[src/rtl/spi_slave_word_if.sv]
// SPI pin and fabric handshake bundle for spi_slave_word.
// The slave modport is the SPI slave's view; master is the pins/fabric side.
interface spi_slave_word_if #(
  parameter int WIDTH = 8
);
  logic             SPI_SCK;
  logic             SPI_SI;
  logic             SPI_SSEL;
  logic             SPI_SO;
  logic [WIDTH-1:0] TX_DATA;
  logic             TX_VALID;
  logic             TX_READY;
  logic [WIDTH-1:0] RX_DATA;
  logic             RX_VALID;
  logic             RX_READY;
  logic             OVERRUN;
  logic             UNDERRUN;
  logic             FLAG_CLR;
  logic             FRAME_ACTIVE;

  modport slave (
    input  SPI_SCK, SPI_SI, SPI_SSEL, TX_DATA, TX_VALID, RX_READY, FLAG_CLR,
    output SPI_SO, TX_READY, RX_DATA, RX_VALID, OVERRUN, UNDERRUN, FRAME_ACTIVE
  );

  modport master (
    output SPI_SCK, SPI_SI, SPI_SSEL, TX_DATA, TX_VALID, RX_READY, FLAG_CLR,
    input  SPI_SO, TX_READY, RX_DATA, RX_VALID, OVERRUN, UNDERRUN, FRAME_ACTIVE
  );
endinterface

[src/rtl/spi_slave_word.sv]
// Word-wide SPI slave, any CPOL/CPHA, with RX/TX handshakes and sticky flags.
// Define SPI_SLAVE_MISO_TRISTATE_EN to float SPI_SO outside of a frame.
module spi_slave_word #(
  parameter int WIDTH = 8,
  parameter int CPOL  = 0,
  parameter int CPHA  = 0
) (
  input logic             CLKIN,
  input logic             RST,
  spi_slave_word_if.slave bus
);
  localparam int CW = (WIDTH > 2) ? $clog2(WIDTH) : 1;

  generate
    if (WIDTH < 2 || WIDTH > 32) begin : g_width_check
      $error("spi_slave_word: WIDTH must be in 2..32");
    end
  endgenerate

  logic [2:0]       sck_sync;
  logic [2:0]       ssel_sync;
  logic [1:0]       si_sync;
  logic             sck_rise;
  logic             sck_fall;
  logic             lead_edge;
  logic             trail_edge;
  logic             sample_edge;
  logic             drive_edge;
  logic             ssel_fall;
  logic             ssel_rise;
  logic             frame_active;
  logic             load_event;
  logic [CW-1:0]    bit_cnt;
  logic [WIDTH-1:0] rx_shift;
  logic [WIDTH-1:0] rx_data;
  logic [WIDTH-1:0] tx_shift;
  logic [WIDTH-1:0] tx_hold;
  logic             rx_done;
  logic             rx_valid;
  logic             tx_full;
  logic             overrun;
  logic             underrun;
  logic             overrun_set;
  logic             underrun_set;

  // SSEL resets to the deasserted level so reset never looks like a frame start.
  always_ff @(posedge CLKIN or posedge RST) begin
    if (RST) begin
      sck_sync  <= (CPOL != 0) ? 3'b111 : 3'b000;
      ssel_sync <= 3'b111;
      si_sync   <= 2'b00;
    end else begin
      sck_sync  <= {sck_sync[1:0], bus.SPI_SCK};
      ssel_sync <= {ssel_sync[1:0], bus.SPI_SSEL};
      si_sync   <= {si_sync[0], bus.SPI_SI};
    end
  end

  assign sck_rise     = (sck_sync[2:1] == 2'b01);
  assign sck_fall     = (sck_sync[2:1] == 2'b10);
  assign ssel_fall    = (ssel_sync[2:1] == 2'b10);
  assign ssel_rise    = (ssel_sync[2:1] == 2'b01);
  assign frame_active = ~ssel_sync[1];
  assign lead_edge    = (CPOL == 0) ? sck_rise : sck_fall;
  assign trail_edge   = (CPOL == 0) ? sck_fall : sck_rise;
  assign sample_edge  = frame_active && ((CPHA == 0) ? lead_edge : trail_edge);
  assign drive_edge   = frame_active && ((CPHA == 0) ? trail_edge : lead_edge);
  assign load_event   = (drive_edge && (bit_cnt == '0)) || ((CPHA == 0) && ssel_fall);
  assign overrun_set  = rx_done && rx_valid && !bus.RX_READY;
  assign underrun_set = load_event && !tx_full;

  // A completed word is committed one cycle after its last sample edge.
  always_ff @(posedge CLKIN or posedge RST) begin
    if (RST) begin
      bit_cnt  <= '0;
      rx_shift <= '0;
      rx_done  <= 1'b0;
      rx_data  <= '0;
      rx_valid <= 1'b0;
    end else begin
      rx_done <= 1'b0;
      if (ssel_rise) begin
        bit_cnt <= '0;
      end else if (sample_edge) begin
        rx_shift <= {rx_shift[WIDTH-2:0], si_sync[1]};
        if (bit_cnt == CW'(WIDTH - 1)) begin
          bit_cnt <= '0;
          rx_done <= 1'b1;
        end else begin
          bit_cnt <= bit_cnt + CW'(1);
        end
      end
      if (rx_done && (!rx_valid || bus.RX_READY)) begin
        rx_data  <= rx_shift;
        rx_valid <= 1'b1;
      end else if (rx_valid && bus.RX_READY) begin
        rx_valid <= 1'b0;
      end
    end
  end

  // Load and accept never collide: a load only empties a full register, accept only fills an empty one.
  always_ff @(posedge CLKIN or posedge RST) begin
    if (RST) begin
      tx_shift <= '0;
      tx_hold  <= '0;
      tx_full  <= 1'b0;
    end else begin
      if (load_event) begin
        if (tx_full) begin
          tx_shift <= tx_hold;
          tx_full  <= 1'b0;
        end else begin
          tx_shift <= '1;
        end
      end else if (drive_edge) begin
        tx_shift <= {tx_shift[WIDTH-2:0], 1'b0};
      end
      if (bus.TX_VALID && !tx_full) begin
        tx_hold <= bus.TX_DATA;
        tx_full <= 1'b1;
      end
    end
  end

  // A flag being set outranks a clear arriving in the same cycle.
  always_ff @(posedge CLKIN or posedge RST) begin
    if (RST) begin
      overrun  <= 1'b0;
      underrun <= 1'b0;
    end else begin
      overrun  <= overrun_set  ? 1'b1 : (bus.FLAG_CLR ? 1'b0 : overrun);
      underrun <= underrun_set ? 1'b1 : (bus.FLAG_CLR ? 1'b0 : underrun);
    end
  end

  assign bus.RX_DATA      = rx_data;
  assign bus.RX_VALID     = rx_valid;
  assign bus.TX_READY     = ~tx_full;
  assign bus.OVERRUN      = overrun;
  assign bus.UNDERRUN     = underrun;
  assign bus.FRAME_ACTIVE = frame_active;

`ifdef SPI_SLAVE_MISO_TRISTATE_EN
  assign bus.SPI_SO = frame_active ? tx_shift[WIDTH-1] : 1'bz;
`else
  assign bus.SPI_SO = tx_shift[WIDTH-1];
`endif
endmodule

[src/flat_wrapper.sv]
// flat-port wrapper written by rule: the top's interface ports become plain ports
module spi_slave_word_flat 
#(
  parameter int WIDTH = 8,
  parameter int CPOL  = 0,
  parameter int CPHA  = 0
)
  (CLKIN, RST, bus_SPI_SCK, bus_SPI_SI, bus_SPI_SSEL, bus_TX_DATA, bus_TX_VALID, bus_RX_READY, bus_FLAG_CLR, bus_SPI_SO, bus_TX_READY, bus_RX_DATA, bus_RX_VALID, bus_OVERRUN, bus_UNDERRUN, bus_FRAME_ACTIVE);
  spi_slave_word_if #(.WIDTH(WIDTH)) bus_i ();
  input logic CLKIN;
  input logic RST;
  input wire logic [$bits(bus_i.SPI_SCK)-1:0] bus_SPI_SCK;
  input wire logic [$bits(bus_i.SPI_SI)-1:0] bus_SPI_SI;
  input wire logic [$bits(bus_i.SPI_SSEL)-1:0] bus_SPI_SSEL;
  input wire logic [$bits(bus_i.TX_DATA)-1:0] bus_TX_DATA;
  input wire logic [$bits(bus_i.TX_VALID)-1:0] bus_TX_VALID;
  input wire logic [$bits(bus_i.RX_READY)-1:0] bus_RX_READY;
  input wire logic [$bits(bus_i.FLAG_CLR)-1:0] bus_FLAG_CLR;
  output wire logic [$bits(bus_i.SPI_SO)-1:0] bus_SPI_SO;
  output wire logic [$bits(bus_i.TX_READY)-1:0] bus_TX_READY;
  output wire logic [$bits(bus_i.RX_DATA)-1:0] bus_RX_DATA;
  output wire logic [$bits(bus_i.RX_VALID)-1:0] bus_RX_VALID;
  output wire logic [$bits(bus_i.OVERRUN)-1:0] bus_OVERRUN;
  output wire logic [$bits(bus_i.UNDERRUN)-1:0] bus_UNDERRUN;
  output wire logic [$bits(bus_i.FRAME_ACTIVE)-1:0] bus_FRAME_ACTIVE;
  assign bus_i.SPI_SCK = bus_SPI_SCK;
  assign bus_i.SPI_SI = bus_SPI_SI;
  assign bus_i.SPI_SSEL = bus_SPI_SSEL;
  assign bus_i.TX_DATA = bus_TX_DATA;
  assign bus_i.TX_VALID = bus_TX_VALID;
  assign bus_i.RX_READY = bus_RX_READY;
  assign bus_i.FLAG_CLR = bus_FLAG_CLR;
  assign bus_SPI_SO = bus_i.SPI_SO;
  assign bus_TX_READY = bus_i.TX_READY;
  assign bus_RX_DATA = bus_i.RX_DATA;
  assign bus_RX_VALID = bus_i.RX_VALID;
  assign bus_OVERRUN = bus_i.OVERRUN;
  assign bus_UNDERRUN = bus_i.UNDERRUN;
  assign bus_FRAME_ACTIVE = bus_i.FRAME_ACTIVE;
  spi_slave_word #(.WIDTH(WIDTH), .CPOL(CPOL), .CPHA(CPHA)) u_core (.CLKIN(CLKIN), .RST(RST), .bus(bus_i));
endmodule
[config.mk]
export PLATFORM = sky130hd
export DESIGN_NAME = spi_slave_word_flat
export DESIGN_NICKNAME = d
export VERILOG_FILES = /design/src/rtl/spi_slave_word_if.sv /design/src/rtl/spi_slave_word.sv /design/src/flat_wrapper.sv
export SDC_FILE = /design/constraint.sdc
export NUM_CORES = 1
export LEC_CHECK = 0
export BUFFER_PORTS_ARGS = -buffer_cell sky130_fd_sc_hd__buf_2
export CORE_ASPECT_RATIO = 1.1
export CORE_MARGIN = 2
export CORE_UTILIZATION = 59
export DETAILED_ROUTE_END_ITERATION = 7
export GPL_TIMING_DRIVEN = 0
export HOLD_SLACK_MARGIN = 0.06
export PLACE_DENSITY = 0.79
export SLEW_MARGIN = 40
export SYNTH_ARGS = -nofsm -noshare
export SYNTH_HDL_FRONTEND = slang
export SYNTH_SLANG_ARGS = --single-unit
export TNS_END_PERCENT = 5
[constraint.sdc]
create_clock -name CLKIN -period 2.3 [get_ports CLKIN]
set_clock_uncertainty 0.1 [all_clocks]
set_input_delay 0.46 -clock CLKIN [delete_from_list [all_inputs] [get_ports CLKIN]]
set_output_delay 0.46 -clock CLKIN [all_outputs]
set_load 0.03 [all_outputs]
Word-level counts from Yosys, hierarchy flattened. Cells that the tools add are included.

Bits in registers: 48. Bits of input ports: 16. Output and inout bits: 14. Word-level logic and storage cells: 60.

Mux-type cells: 16. Equal/unequal tests: 5. Reductions and logical operators: 22. Bitwise operators: 3. Add/sub/neg operators: 1.

Operators with widths (count): $mux W8 (3); $reduce_bool A2 Y1 (6); $mux W1 (10); $logic_and A1 B1 Y1 (9); $mux W3 (3); $eq A2 B1 Y1 const B (2); $eq A2 B2 Y1 const B (2); $add A3 B1 Y3 const B (1); $eq A3 B3 Y1 const B (1); $logic_not A1 Y1 (3); $logic_not A3 Y1 (1); $not A1 Y1 (3); $logic_or A1 B1 Y1 (2); $reduce_and A2 Y1 (1).

Depth between registers and ports, before layout. Gate-level depths: netlist of the first run.

Depth in word-level cells: 6. Gate-level depth with buffers: 5. Depth with buffers taken out: 5.

Worst setup path before layout of the first run. OpenSTA, ideal clock, no wires.

Path kind: register to register. Start: register u_core.bit_cnt[0]. End: register u_core.tx_shift[3]. Data arrival time: 1.195 ns. Required time: 2.074 ns. Library setup time: 0.126 ns. Stages on the path, launching flop included: 6. Path buffers: 0. Path slack: 0.879 ns. Clock period less this slack: 1.421 ns. Cell sequence: dfrtp_1 > inv_1 > ha_1 > a21oi_4 > mux2i_1 > o21ai_1.

Cells in the longest elaborated chain, start to end: 4. Elaborated cells on any way between the ends: 5. Those cells by class: mux (1); reduce/logical (4).

RTL lines: start, declared (line spi_slave_word.sv:33) `logic [CW-1:0] bit_cnt;`; start signal, assigned (line spi_slave_word.sv:90) `bit_cnt <= bit_cnt + CW'(1);`; $logic_not A3 Y1 * (line spi_slave_word.sv:68) `assign load_event = (drive_edge && (bit_cnt == '0)) || ((CPHA == 0) && ssel_fall);`; $logic_and A1 B1 Y1 * (line spi_slave_word.sv:68); $logic_or A1 B1 Y1 * (line spi_slave_word.sv:68); $mux W8 or $reduce_bool A2 Y1 (tied branches); end signal, assigned (line spi_slave_word.sv:111) `tx_shift <= tx_hold;`; end signal, assigned (line spi_slave_word.sv:117) `tx_shift <= {tx_shift[WIDTH-2:0], 1'b0};`; end, declared (line spi_slave_word.sv:36) `logic [WIDTH-1:0] tx_shift;`.

Every way passes the cells marked *; elsewhere a longest branch is shown, timed or not. A chain may end at the register's enable or synchronous reset.

Worst setup path after layout of the first run.
Start: register u_core.tx_full. End: output bus_TX_READY.

Cells in the longest elaborated chain, start to end: 1.

RTL lines: start, declared (line spi_slave_word.sv:40) `logic tx_full;`; start signal, assigned (line spi_slave_word.sv:107) `tx_full <= 1'b0;`; start signal, assigned (line spi_slave_word.sv:112) `tx_full <= 1'b0;`; start signal, assigned (line spi_slave_word.sv:121) `tx_full <= 1'b1;`; $not A1 Y1 (line spi_slave_word.sv:139) `assign bus.TX_READY = ~tx_full;`; end, declared (line flat_wrapper.sv:20) `output wire logic [$bits(bus_i.TX_READY)-1:0] bus_TX_READY;`.

No other way between the ends.

==> flow_metrics.env, run 1 <==
export IMPL_drtIter0Drc=42
export IMPL_p_per_area_mw_per_mm2=893.9
export IMPL_drc=2
export IMPL_slowest_stage="dfrtp_1"
export IMPL_grt_setup_unrepaired="false"
export IMPL_dr_pass1_iters=6
export IMPL_netlist_instances=159
export IMPL_yosysWarnings=0
export IMPL_grt_max_degree=49
export IMPL_die_w_um=58.61
export IMPL_hold_class="in -> reg"
export IMPL_die_y_um=64.07
export IMPL_synth_flop_cell="dfrtp_1"
export IMPL_via_per_inst=5.379
export IMPL_pwr_share_seq_pct=54.2
export IMPL_path_max_fanout=10
export IMPL_htreeDepth=2
export IMPL_dpl_cell_count=223
export IMPL_synth_edf_count=0
export IMPL_place_gp_congestion=0.7393
export IMPL_cts_root_buf="clkbuf_4"
export IMPL_r2r_slack_ns=0.70
export IMPL_syn_mean_instance_area_um2=12.17
export IMPL_p_total_w=0.002019
export IMPL_combPwrFrac_pct=19.3
export IMPL_cts_resized=0
export IMPL_grt_ovfl_total=0
export IMPL_clk_path_buf_depth=2
export IMPL_clkPwrFrac_pct=26.5
export IMPL_synth_top_area_share_pct=58.18
export IMPL_slew_violations=0
export IMPL_worst_ep_arrival_time_ns=1.40
export IMPL_switching_share_pct=27.07
export IMPL_cts_tree="yes"
export IMPL_grt_pass1_vias=1328
export IMPL_rows=21
export IMPL_drive_above_1_share_pct=26.26
export IMPL_synthArstFlopShare_pct=100.0
export IMPL_regToRegEndpoint="u_core.tx_shift[2]"
export IMPL_startpoint="u_core.tx_full"
export IMPL_reg2reg_depth=5
export IMPL_synth_area_leaders="dfrtp_1 58%, mux2_1 9.3%, nand2_1 6.8%, dfstp_2 4.1%, mux2i_1 3.6%"
export IMPL_clock_fmax_mhz=511.3
export IMPL_hold_worst_slack_ns=0.09938
export IMPL_p_leak_nw=1.158
export IMPL_wl_um=3210
export IMPL_r2r_start="u_core.bit_cnt[0]"
export IMPL_period_minus_slack_ns=1.956
export IMPL_maxCapViolCount=0
export IMPL_status="complete, but fails checks"
export IMPL_worst_path_buf_inv=3
export IMPL_detail_route_antenna_nets=0
export IMPL_diodes=0
export IMPL_initial_core_util_pct=62.43
export IMPL_switchingPower_w=0.0005464
export IMPL_vias=1248
export IMPL_cts_sinks=48
export IMPL_violations="design-rule violations"
export IMPL_ys_types=28
export IMPL_worstPathRequired_ns=1.74
export IMPL_dp_hpwl_um=2251
export IMPL_yosysSeqAreaShare_pct=62.25
export IMPL_wl_per_cell_um=13.84
export IMPL_tns_ns=0
export IMPL_dieArea_mm2=0.003755
export IMPL_synth_area_mm2=0.001936
export IMPL_fin_util_pct=72.84
export IMPL_ys_top_cells_by_count="45 x dfrtp_1, 35 x nand2_1, 16 x mux2_1"
export IMPL_max_slew_margin_rel_pct=69.97
export IMPL_nets=216
export IMPL_start_kind="flip-flop"
export IMPL_worstMarginPinSlew_ns=0.4505
export IMPL_antenna_found_initial=0
export IMPL_slowest_delay_ns=0.38
export IMPL_path_class="reg -> out"
export IMPL_grt_pass1_wl_um=5699
export IMPL_area_delta_synth_final_pct=16.68
export IMPL_worstSetupEndpointType="primary output"
export IMPL_synth_nets=178
export IMPL_ir_drop_v=0.0004842
export IMPL_fill_cells=237
export IMPL_crit_chain="clkbuf_1, inv_1, buf_2"
export IMPL_path_depth=3
export IMPL_critPathCapture="bus_TX_READY"
export IMPL_p_int_w=0.001472
export IMPL_synth_seq_cells=48
export IMPL_cpLargestDelayFamily="buffers and inverters"
export IMPL_clk_latency_ns=0.34
export IMPL_finalSetupViolCount=0
export IMPL_period_share_pct=85.03
export IMPL_grtUsageTotal_pct=20.29
export IMPL_io_pins=30
export IMPL_synth_most_common_cell="dfrtp_1"
export IMPL_synth_area_leader_cell="dfrtp_1"
export IMPL_io_buffers=29
export IMPL_numCtsBuffers=5
export IMPL_post_cts_setup_buffers=0
export IMPL_stdcell_count=232
export IMPL_finalHoldViolCount=0
export IMPL_clkTransAtPathRegs_ns=0.13
export IMPL_core_mm2=0.003100
[registers in the layout (all words and copies together), names as in the netlist, 2 cells and up]
register,flops
u_core.bit_cnt,3
u_core.bus.RX_DATA,8
u_core.rx_shift,8
u_core.sck_sync,3
u_core.si_sync,2
u_core.ssel_sync,3
u_core.tx_hold,8
u_core.tx_shift,8
[worst min-delay path by stage]
stage          cells after the start                  end          startpoint  slack [ns]
6_report                           1  u_core.ssel_sync[0]        bus_SPI_SSEL         0.1
5_1_grt                            1  u_core.ssel_sync[0]        bus_SPI_SSEL        0.06
4_1_cts                            1  u_core.ssel_sync[0]        bus_SPI_SSEL        0.09
3_5_place_dp                       0    u_core.si_sync[1]   u_core.si_sync[0]        0.24
3_3_place_gp                       0   u_core.sck_sync[1]  u_core.sck_sync[0]        0.23
2_1_floorplan                      0   u_core.sck_sync[1]  u_core.sck_sync[0]        0.23
[per-layer routing]
metal  GRT usage, %  part of all wire [%]  up-vias
met3          3.644                   3.6        6
li1               -                     -      597
met4          7.670                   1.0        0
met5              0                     0        -
met2          36.66                    56       23
met1          23.47                    39      622
[metrics by stage]
stage	area (µm²)	worst slack, ns
6_report	2258	0.3444
5_1_grt	2258	0.2476
4_1_cts	2258	0.3279
3_5_place_dp	2153	0.7145
3_3_place_gp	2123	0.1220
2_1_floorplan	1936	0.6005
[worst register-to-register path, delay by kind of cell (launching register included)]
| family | cells | cell delay, ns |
|---|---|---|
| flip-flops | 1 | 0.42 |
| AO/OA/AOI/OAI | 2 | 0.44 |
| buffers and inverters | 1 | 0.06 |
| adder cells (fa/ha/maj) | 1 | 0.22 |
| multiplexers | 1 | 0.25 |
[kinds of logic (layout without fill, tap and decap cells)]
kind of cell	after synthesis	after routing	synth area share (%)
AND/OR/NAND/NOR	55	55	14.03
flip-flops	48	48	62.25
multiplexers	23	23	12.93
AO/OA/AOI/OAI	16	16	5.818
buffers and inverters	14	53	3.038
adder cells (fa/ha/maj)	3	3	1.939
[power by group through the flow]
stage | sequential, W | combinational, W | clock, W
after floorplan | 0.00110 | 0.000283 | 0
after global placement | 0.00110 | 0.000366 | 0
after detailed placement | 0.00111 | 0.000391 | 0
after CTS | 0.00110 | 0.000397 | 0.000546
after global routing | 0.00111 | 0.000438 | 0.000591
final | 0.00109 | 0.000389 | 0.000535
[cell usage in the layout (no fill, tap or decap)]
cell type      instances
a21o_1                 1
a21oi_4                1
and2_1                 2
buf_16                 1
buf_2                 31
buf_4                  1
bufinv_16              1
clkbuf_1               1
clkbuf_4               5
clkbuf_8               2
dfrtp_1               45
dfstp_2                3
dlygate4sd3_1          1
ha_1                   3
inv_1                  8
inv_2                  1
inv_4                  1
mux2_1                16
mux2i_1                7
nand2_1               35
nand2_2                1
nand2b_1               9
nand3_1                1
nand3_2                1
nand3b_1               1
nor2_1                 1
nor2b_1                1
nor2b_4                1
nor3b_2                1
o21ai_1                9
o21ai_4                1
o22ai_1                2
o31ai_1                2
or2_1                  1
[area by class of cell]
class                   instances  area (µm²)  area share [%]
plain buffers                   4       21.27          0.9418
clock buffers                   7       65.06           2.881
clock inverters                 1       30.03           1.330
inverters                      10       40.04           1.773
multi-input cells              97       671.9           29.75
flip-flops and latches         48        1205           53.35
well taps                      34       42.54           1.884
repair buffers                 31       182.7           8.089
[repair_timing]
item / in CTS / in global routing
hold buffers: 1 / 0
endpoints found under the hold margin: 45 / 0
setup endpoints to repair: 0 / 0
(Power assumes the default switching activity.)
==> run 2, diff against run 1 <==
--- a/config.mk
+++ b/config.mk
@@ -5,14 +5,14 @@
 export SDC_FILE = /design/constraint.sdc
 export NUM_CORES = 1
 export LEC_CHECK = 0
-export BUFFER_PORTS_ARGS = -buffer_cell sky130_fd_sc_hd__buf_2
 export CORE_ASPECT_RATIO = 1.1
 export CORE_MARGIN = 2
-export CORE_UTILIZATION = 59
+export CORE_UTILIZATION = 65
 export DETAILED_ROUTE_END_ITERATION = 7
+export DONT_BUFFER_PORTS = 1
 export GPL_TIMING_DRIVEN = 0
 export HOLD_SLACK_MARGIN = 0.06
-export PLACE_DENSITY = 0.79
+export PLACE_DENSITY = 0.78
 export SLEW_MARGIN = 40
 export SYNTH_ARGS = -nofsm -noshare
 export SYNTH_HDL_FRONTEND = slang
==> constraint.sdc (replaced) <==
create_clock -name CLKIN -period 2.3 [get_ports CLKIN]
set_clock_uncertainty 0.1 [all_clocks]
set_input_delay 0.46 -clock CLKIN [delete_from_list [all_inputs] [get_ports CLKIN]]
set_output_delay 0.46 -clock CLKIN [all_outputs]
set_load 0.02 [all_outputs]
==> run 2 against run 1 <==
Compared with the run above:
- the flow now finishes without violations
- cell count fell by 11%
- critical path type unchanged
- sequential power hardly changed
- core utilization is 2.5 points higher
- non-clock buffer count is 25 lower
- critical endpoint unchanged
- worst hold slack worse by 0.0081 ns
- highest routed layer unchanged
==> flow_metrics.env, run 2 (synthesis gave the netlist of run 1 again) <==
export IMPL_hp_start="bus_FLAG_CLR"
export IMPL_startpoint="u_core.tx_full"
export IMPL_drive_above_1_share_pct=13.29
export IMPL_clk_latency_ns=0.36
export IMPL_grt_ovfl_total=0
export IMPL_slowest_stage="dfrtp_1"
export IMPL_wl_per_cell_um=13.96
export IMPL_multi_input_area_um2=671.9
export IMPL_p_per_area_mw_per_mm2=872.6
export IMPL_worst_path_buf_inv=2
export IMPL_nets=191
export IMPL_wl_um=2875
export IMPL_cpLargestDelayFamily="buffers and inverters"
export IMPL_status="finished, final reports clean"
export IMPL_die_y_um=61.24
export IMPL_maxCapViolCount=0
export IMPL_dr_pass1_iters=4
export IMPL_grt_max_degree=27
export IMPL_post_cts_setup_buffers=0
export IMPL_cts_sinks=48
export IMPL_met3_usage_pct=7.353
export IMPL_worst_ep_arrival_time_ns=1.29
export IMPL_grt_busiest_layer="met2"
export IMPL_grt_pass1_wl_um=4995
export IMPL_crit_chain="clkbuf_1, inv_1"
export IMPL_die_w_um=56.03
export IMPL_area_delta_synth_final_pct=9.050
export IMPL_diodes=0
export IMPL_antenna_found_initial=0
export IMPL_worstSetupEndpointType="primary output"
export IMPL_initial_core_util_pct=69.06
export IMPL_clock_fmax_mhz=541.3
export IMPL_finalHoldViolCount=0
export IMPL_use_met2_pct=33.11
export IMPL_r2r_start="u_core.bit_cnt[0]"
export IMPL_via_per_inst=5.553
export IMPL_grt_use_met1_pct=22.16
export IMPL_htreeDepth=2
export IMPL_core_mm2=0.002803
export IMPL_detail_route_antenna_nets=0
export IMPL_place_gp_congestion=0.8145
export IMPL_tns_ns=0
export IMPL_period_minus_slack_ns=1.847
export IMPL_fill_cells=184
export IMPL_start_kind="flip-flop"
export IMPL_layout_common_cells="45 x dfrtp_1, 35 x nand2_1, 16 x mux2_1"
export IMPL_path_class="reg -> out"
export IMPL_slew_violations=0
export IMPL_regArea_mm2=0.001205
export IMPL_slowest_delay_ns=0.37
export IMPL_worstMarginPinSlew_ns=0.4055
export IMPL_clk_path_buf_depth=2
export IMPL_max_slew_margin_rel_pct=72.97
export IMPL_numCtsBuffers=5
export IMPL_cts_root_buf="clkbuf_4"
export IMPL_cts_tree="yes"
export IMPL_worstPathRequired_ns=1.74
export IMPL_ir_drop_v=0.0008281
export IMPL_grtUsageTotal_pct=19.40
export IMPL_dieArea_mm2=0.003431
export IMPL_period_share_pct=80.32
export IMPL_drtIter0Drc=34
export IMPL_grt_setup_unrepaired="false"
export IMPL_hold_class="in -> reg"
export IMPL_clkTransAtPathRegs_ns=0.13
export IMPL_rows=20
export IMPL_final_common_cell="dfrtp_1"
export IMPL_io_buffers=0
export IMPL_grt_pass1_vias=1148
export IMPL_finalSetupViolCount=0
export IMPL_dp_hpwl_um=2057
export IMPL_path_max_fanout=10
export IMPL_vias=1144
export IMPL_p_leak_nw=1.026
export IMPL_io_pins=30
export IMPL_fin_util_pct=75.31
export IMPL_drc=0
## run 2: changes by cell type in the layout (fill, tap and decap cells not counted)
cell,previous run,this run
clkbuf_8,2,1
buf_12,0,1
bufinv_16,1,0
buf_16,1,0
dlygate4sd3_1,1,5
clkinv_2,0,2
buf_2,31,2
## run 2: layout make-up
class | instances | share of cell area, %
plain buffers | 4 | 1.008
clock buffers | 6 | 2.430
clock inverters | 2 | 0.4742
inverters | 10 | 1.897
multi-input cells | 97 | 31.83
flip-flops and latches | 48 | 57.08
well taps | 33 | 1.956
repair buffers | 6 | 3.320
## run 2: path summary, 6_finish.rpt
kind	slack (ns)	cells past startpoint	to
setup reg to reg	0.71	5	u_core.tx_shift[7]
min in group asynchronous	0.41	2	u_core.bus.RX_DATA[7]
setup / recovery	0.45	2	bus_TX_READY
max in group asynchronous	1.27	3	u_core.tx_hold[6]
hold reg to reg	0.27	0	u_core.ssel_sync[1]
hold / removal	0.09	1	u_core.bus.UNDERRUN
## run 2: metal layers
| metal | routed length, µm | vias up |
|---|---|---|
| li1 | - | 542 |
| met1 | 1232 | 564 |
| met2 | 1437 | 32 |
| met3 | 158 | 6 |
| met4 | 46 | 0 |
| met5 | 0 | - |
## run 2: what timing repair did
action / CTS / global route
hold buffers: 4 / 1
setup endpoints to repair: 0 / 0
endpoints found under the hold margin: 22 / 1
resized for setup: 0 / 0
## run 2: power breakdown
| part | total [W] | switching [W] | internal [W] | leakage, nW |
|---|---|---|---|---|
| combinational | 0.000329 | 0.000168 | 0.000161 | 0.385 |
| sequential | 0.00111 | 0.000102 | 0.00101 | 0.603 |
| clock | 0.000405 | 0.000259 | 0.000146 | 0.0380 |
## run 2: metrics by stage
step                      setup slack, ns  area [µm²]  power (W)  instances  hold slack, ns
after floorplan                    0.6005        1936   0.001373        159          0.2312
after detailed placement           0.7245        1999   0.001454        193          0.2092
after CTS                          0.4320        2101   0.001855        205         0.06903
final                              0.4526        2111   0.001842        206         0.09132
after global placement             0.1941        1977   0.001421        192          0.2341
after global routing               0.3264        2111   0.001949        206         0.06379
==> run 3, diff against run 2 <==
--- a/config.mk
+++ b/config.mk
@@ -7,12 +7,12 @@
 export LEC_CHECK = 0
 export CORE_ASPECT_RATIO = 1.1
 export CORE_MARGIN = 2
-export CORE_UTILIZATION = 65
+export CORE_UTILIZATION = 55
 export DETAILED_ROUTE_END_ITERATION = 7
 export DONT_BUFFER_PORTS = 1
 export GPL_TIMING_DRIVEN = 0
 export HOLD_SLACK_MARGIN = 0.06
-export PLACE_DENSITY = 0.78
+export PLACE_DENSITY = 0.7
 export SLEW_MARGIN = 40
 export SYNTH_ARGS = -nofsm -noshare
 export SYNTH_HDL_FRONTEND = slang
==> constraint.sdc (replaced) <==
create_clock -name CLKIN -period 1.55 [get_ports CLKIN]
set_clock_uncertainty 0.1 [all_clocks]
set_input_delay 0.31 -clock CLKIN [delete_from_list [all_inputs] [get_ports CLKIN]]
set_output_delay 0.31 -clock CLKIN [all_outputs]
set_load 0.02 [all_outputs]
==> run 3 against run 2 <==
Compared with the run above:
- non-clock buffer count up 9
- sequential power rose by 48%
- largest power group unchanged
- power is 57% higher
- cell area rose by 6.8%
==> flow_metrics.env, run 3 (synthesis gave the netlist of run 1 again) <==
export IMPL_core_mm2=0.003358
export IMPL_slowest_delay_ns=0.43
export IMPL_worstPathRequired_ns=1.72
export IMPL_cts_root_buf="clkbuf_4"
export IMPL_p_per_area_mw_per_mm2=1286
export IMPL_finalSetupViolCount=0
export IMPL_cpLargestDelayFamily="flip-flops"
export IMPL_finalHoldViolCount=0
export IMPL_period_minus_slack_ns=1.504
export IMPL_path_class="reg -> reg"
export IMPL_max_slew_margin_rel_pct=81.72
export IMPL_r2r_start="u_core.bit_cnt[0]"
export IMPL_min_to="u_core.bus.RX_VALID"
export IMPL_pre_cts_ws_ns=-0.07061
export IMPL_grtUsageTotal_pct=18.93
export IMPL_stdcell_count=230
export IMPL_clkTransAtPathRegs_ns=0.13
export IMPL_worstSetupEndpointType="flip-flop"
export IMPL_period_share_pct=97.04
export IMPL_clk_path_buf_depth=2
export IMPL_drc=0
export IMPL_status="finished, final reports clean"
export IMPL_r2r_slack_ns=0.05
export IMPL_grt_pass1_vias=1244
export IMPL_p_leak_nw=1.075
export IMPL_reg2reg_depth=6
export IMPL_grt_ovfl_total=0
export IMPL_die_y_um=66.22
export IMPL_dp_hpwl_um=2271
export IMPL_io_pins=30
export IMPL_detail_route_antenna_nets=0
export IMPL_hp_start="bus_RX_READY"
export IMPL_drtIter0Drc=43
export IMPL_grt_max_degree=36
export IMPL_via_per_inst=5.091
export IMPL_worst_ep_arrival_time_ns=1.67
export IMPL_area_delta_synth_final_pct=16.48
export IMPL_path_max_fanout=9
export IMPL_worstMarginPinSlew_ns=0.2730
export IMPL_nets=200
export IMPL_wl_um=3199
export IMPL_drive_above_1_share_pct=14.84
export IMPL_place_gp_congestion=0.7598
export IMPL_grt_setup_unrepaired="true"
export IMPL_start_kind="flip-flop"
export IMPL_initial_core_util_pct=57.64
export IMPL_startpoint="u_core.bit_cnt[0]"
export IMPL_io_buffers=0
export IMPL_grt_pass1_wl_um=5513
export IMPL_slowest_stage="dfrtp_1"
export IMPL_vias=1171
export IMPL_wl_per_cell_um=13.91
export IMPL_clk_latency_ns=0.36
export IMPL_diodes=0
export IMPL_dr_pass1_iters=4
export IMPL_tns_ns=0
export IMPL_cts_sinks=48
export IMPL_ir_drop_v=0.0008287
export IMPL_layout_common_cells="45 x dfrtp_1, 35 x nand2_1, 16 x mux2_1"
export IMPL_die_w_um=60.56
export IMPL_worst_path_buf_inv=2
export IMPL_fin_util_pct=67.14
export IMPL_hold_class="in -> reg"
export IMPL_htreeDepth=2
export IMPL_dpl_cell_count=208
export IMPL_min_path_cells=2
export IMPL_slew_violations=0
export IMPL_antenna_found_initial=0
export IMPL_maxCapViolCount=0
export IMPL_rows=22
export IMPL_fin_ws_ns=0.04592
export IMPL_crit_chain="inv_1, ha_2, a21oi_4, buf_12, or2_1, a21o_1"
export IMPL_cts_tree="yes"
export IMPL_regToRegEndpoint="u_core.tx_full"
export IMPL_numCtsBuffers=5
export IMPL_dieArea_mm2=0.004010
export IMPL_p_total_w=0.002899
export IMPL_final_common_cell="dfrtp_1"
export IMPL_clock_fmax_mhz=664.9
run 3: cell count changes in the layout (fill, tap and decap cells not counted), sizes merged:
cell | previous run | this run
clkbuf | 7 | 6
buf | 4 | 6
clkinv | 2 | 1
bufinv | 0 | 1
dlygate4sd3 | 5 | 13
run 3: routing by layer:
metal	part of all wire, %	wire (µm)	track usage [%]	vias up
met1	40	1285	21.45	576
met2	54	1725	33.47	23
met5	0	0	0	-
li1	-	-	-	566
met4	1.4	45	5.707	0
met3	4.5	143	5.871	6
run 3: worst max path at each step:
stage | endpoint | cells past startpoint | slack [ns]
after detailed placement | u_core.tx_shift[4] | 5 | -0.07
after CTS | bus_TX_READY | 2 | 0.01
after floorplan | u_core.bit_cnt[0] | 1 | 0.0005
final | u_core.tx_full | 6 | 0.05
after global placement | u_core.tx_full | 1 | -0.39
after global routing | u_core.tx_full | 6 | -0.009
run 3: final cells by class:
class / count / area (µm²)
fill: 278 / 1104
clock buffer: 6 / 41.29
inverter: 10 / 42.54
multi-input combinational: 97 / 678.2
clock inverter: 2 / 35.03
tap: 48 / 60.06
buffer: 4 / 22.52
sequential: 48 / 1205
timing repair buffer: 15 / 170.2
run 3: worst register-to-register path, cell delays in order (launching register included):
cell	delay (ns)
dfrtp_1	0.43
inv_1	0.08
ha_2	0.19
a21oi_4	0.06
buf_12	0.14
or2_1	0.22
a21o_1	0.18
run 3: per-stage QoR:
| step | hold WS (ns) | cell area, µm² |
|---|---|---|
| 2_1_floorplan | 0.2145 | 1936 |
| 3_3_place_gp | 0.2145 | 1996 |
| 3_5_place_dp | 0.007506 | 2018 |
| 4_1_cts | 0.09172 | 2246 |
| 5_1_grt | 0.08461 | 2255 |
| 6_report | 0.1018 | 2255 |
run 3: power by group:
group / total, W / internal, W / switching [W] / leakage (nW)
clock: 0.000704 / 0.000338 / 0.000366 / 0.0422
combinational: 0.000551 / 0.000275 / 0.000276 / 0.430
sequential: 0.00164 / 0.00149 / 0.000152 / 0.603
run 3: repair_timing:
action / in CTS / in global routing
endpoints found under the hold margin: 58 / 0
hold buffers: 13 / 0
gates resized for setup: 2 / 4
setup buffers: 1 / 0
pin swaps: 1 / 0
endpoints found under the setup margin: 9 / 5
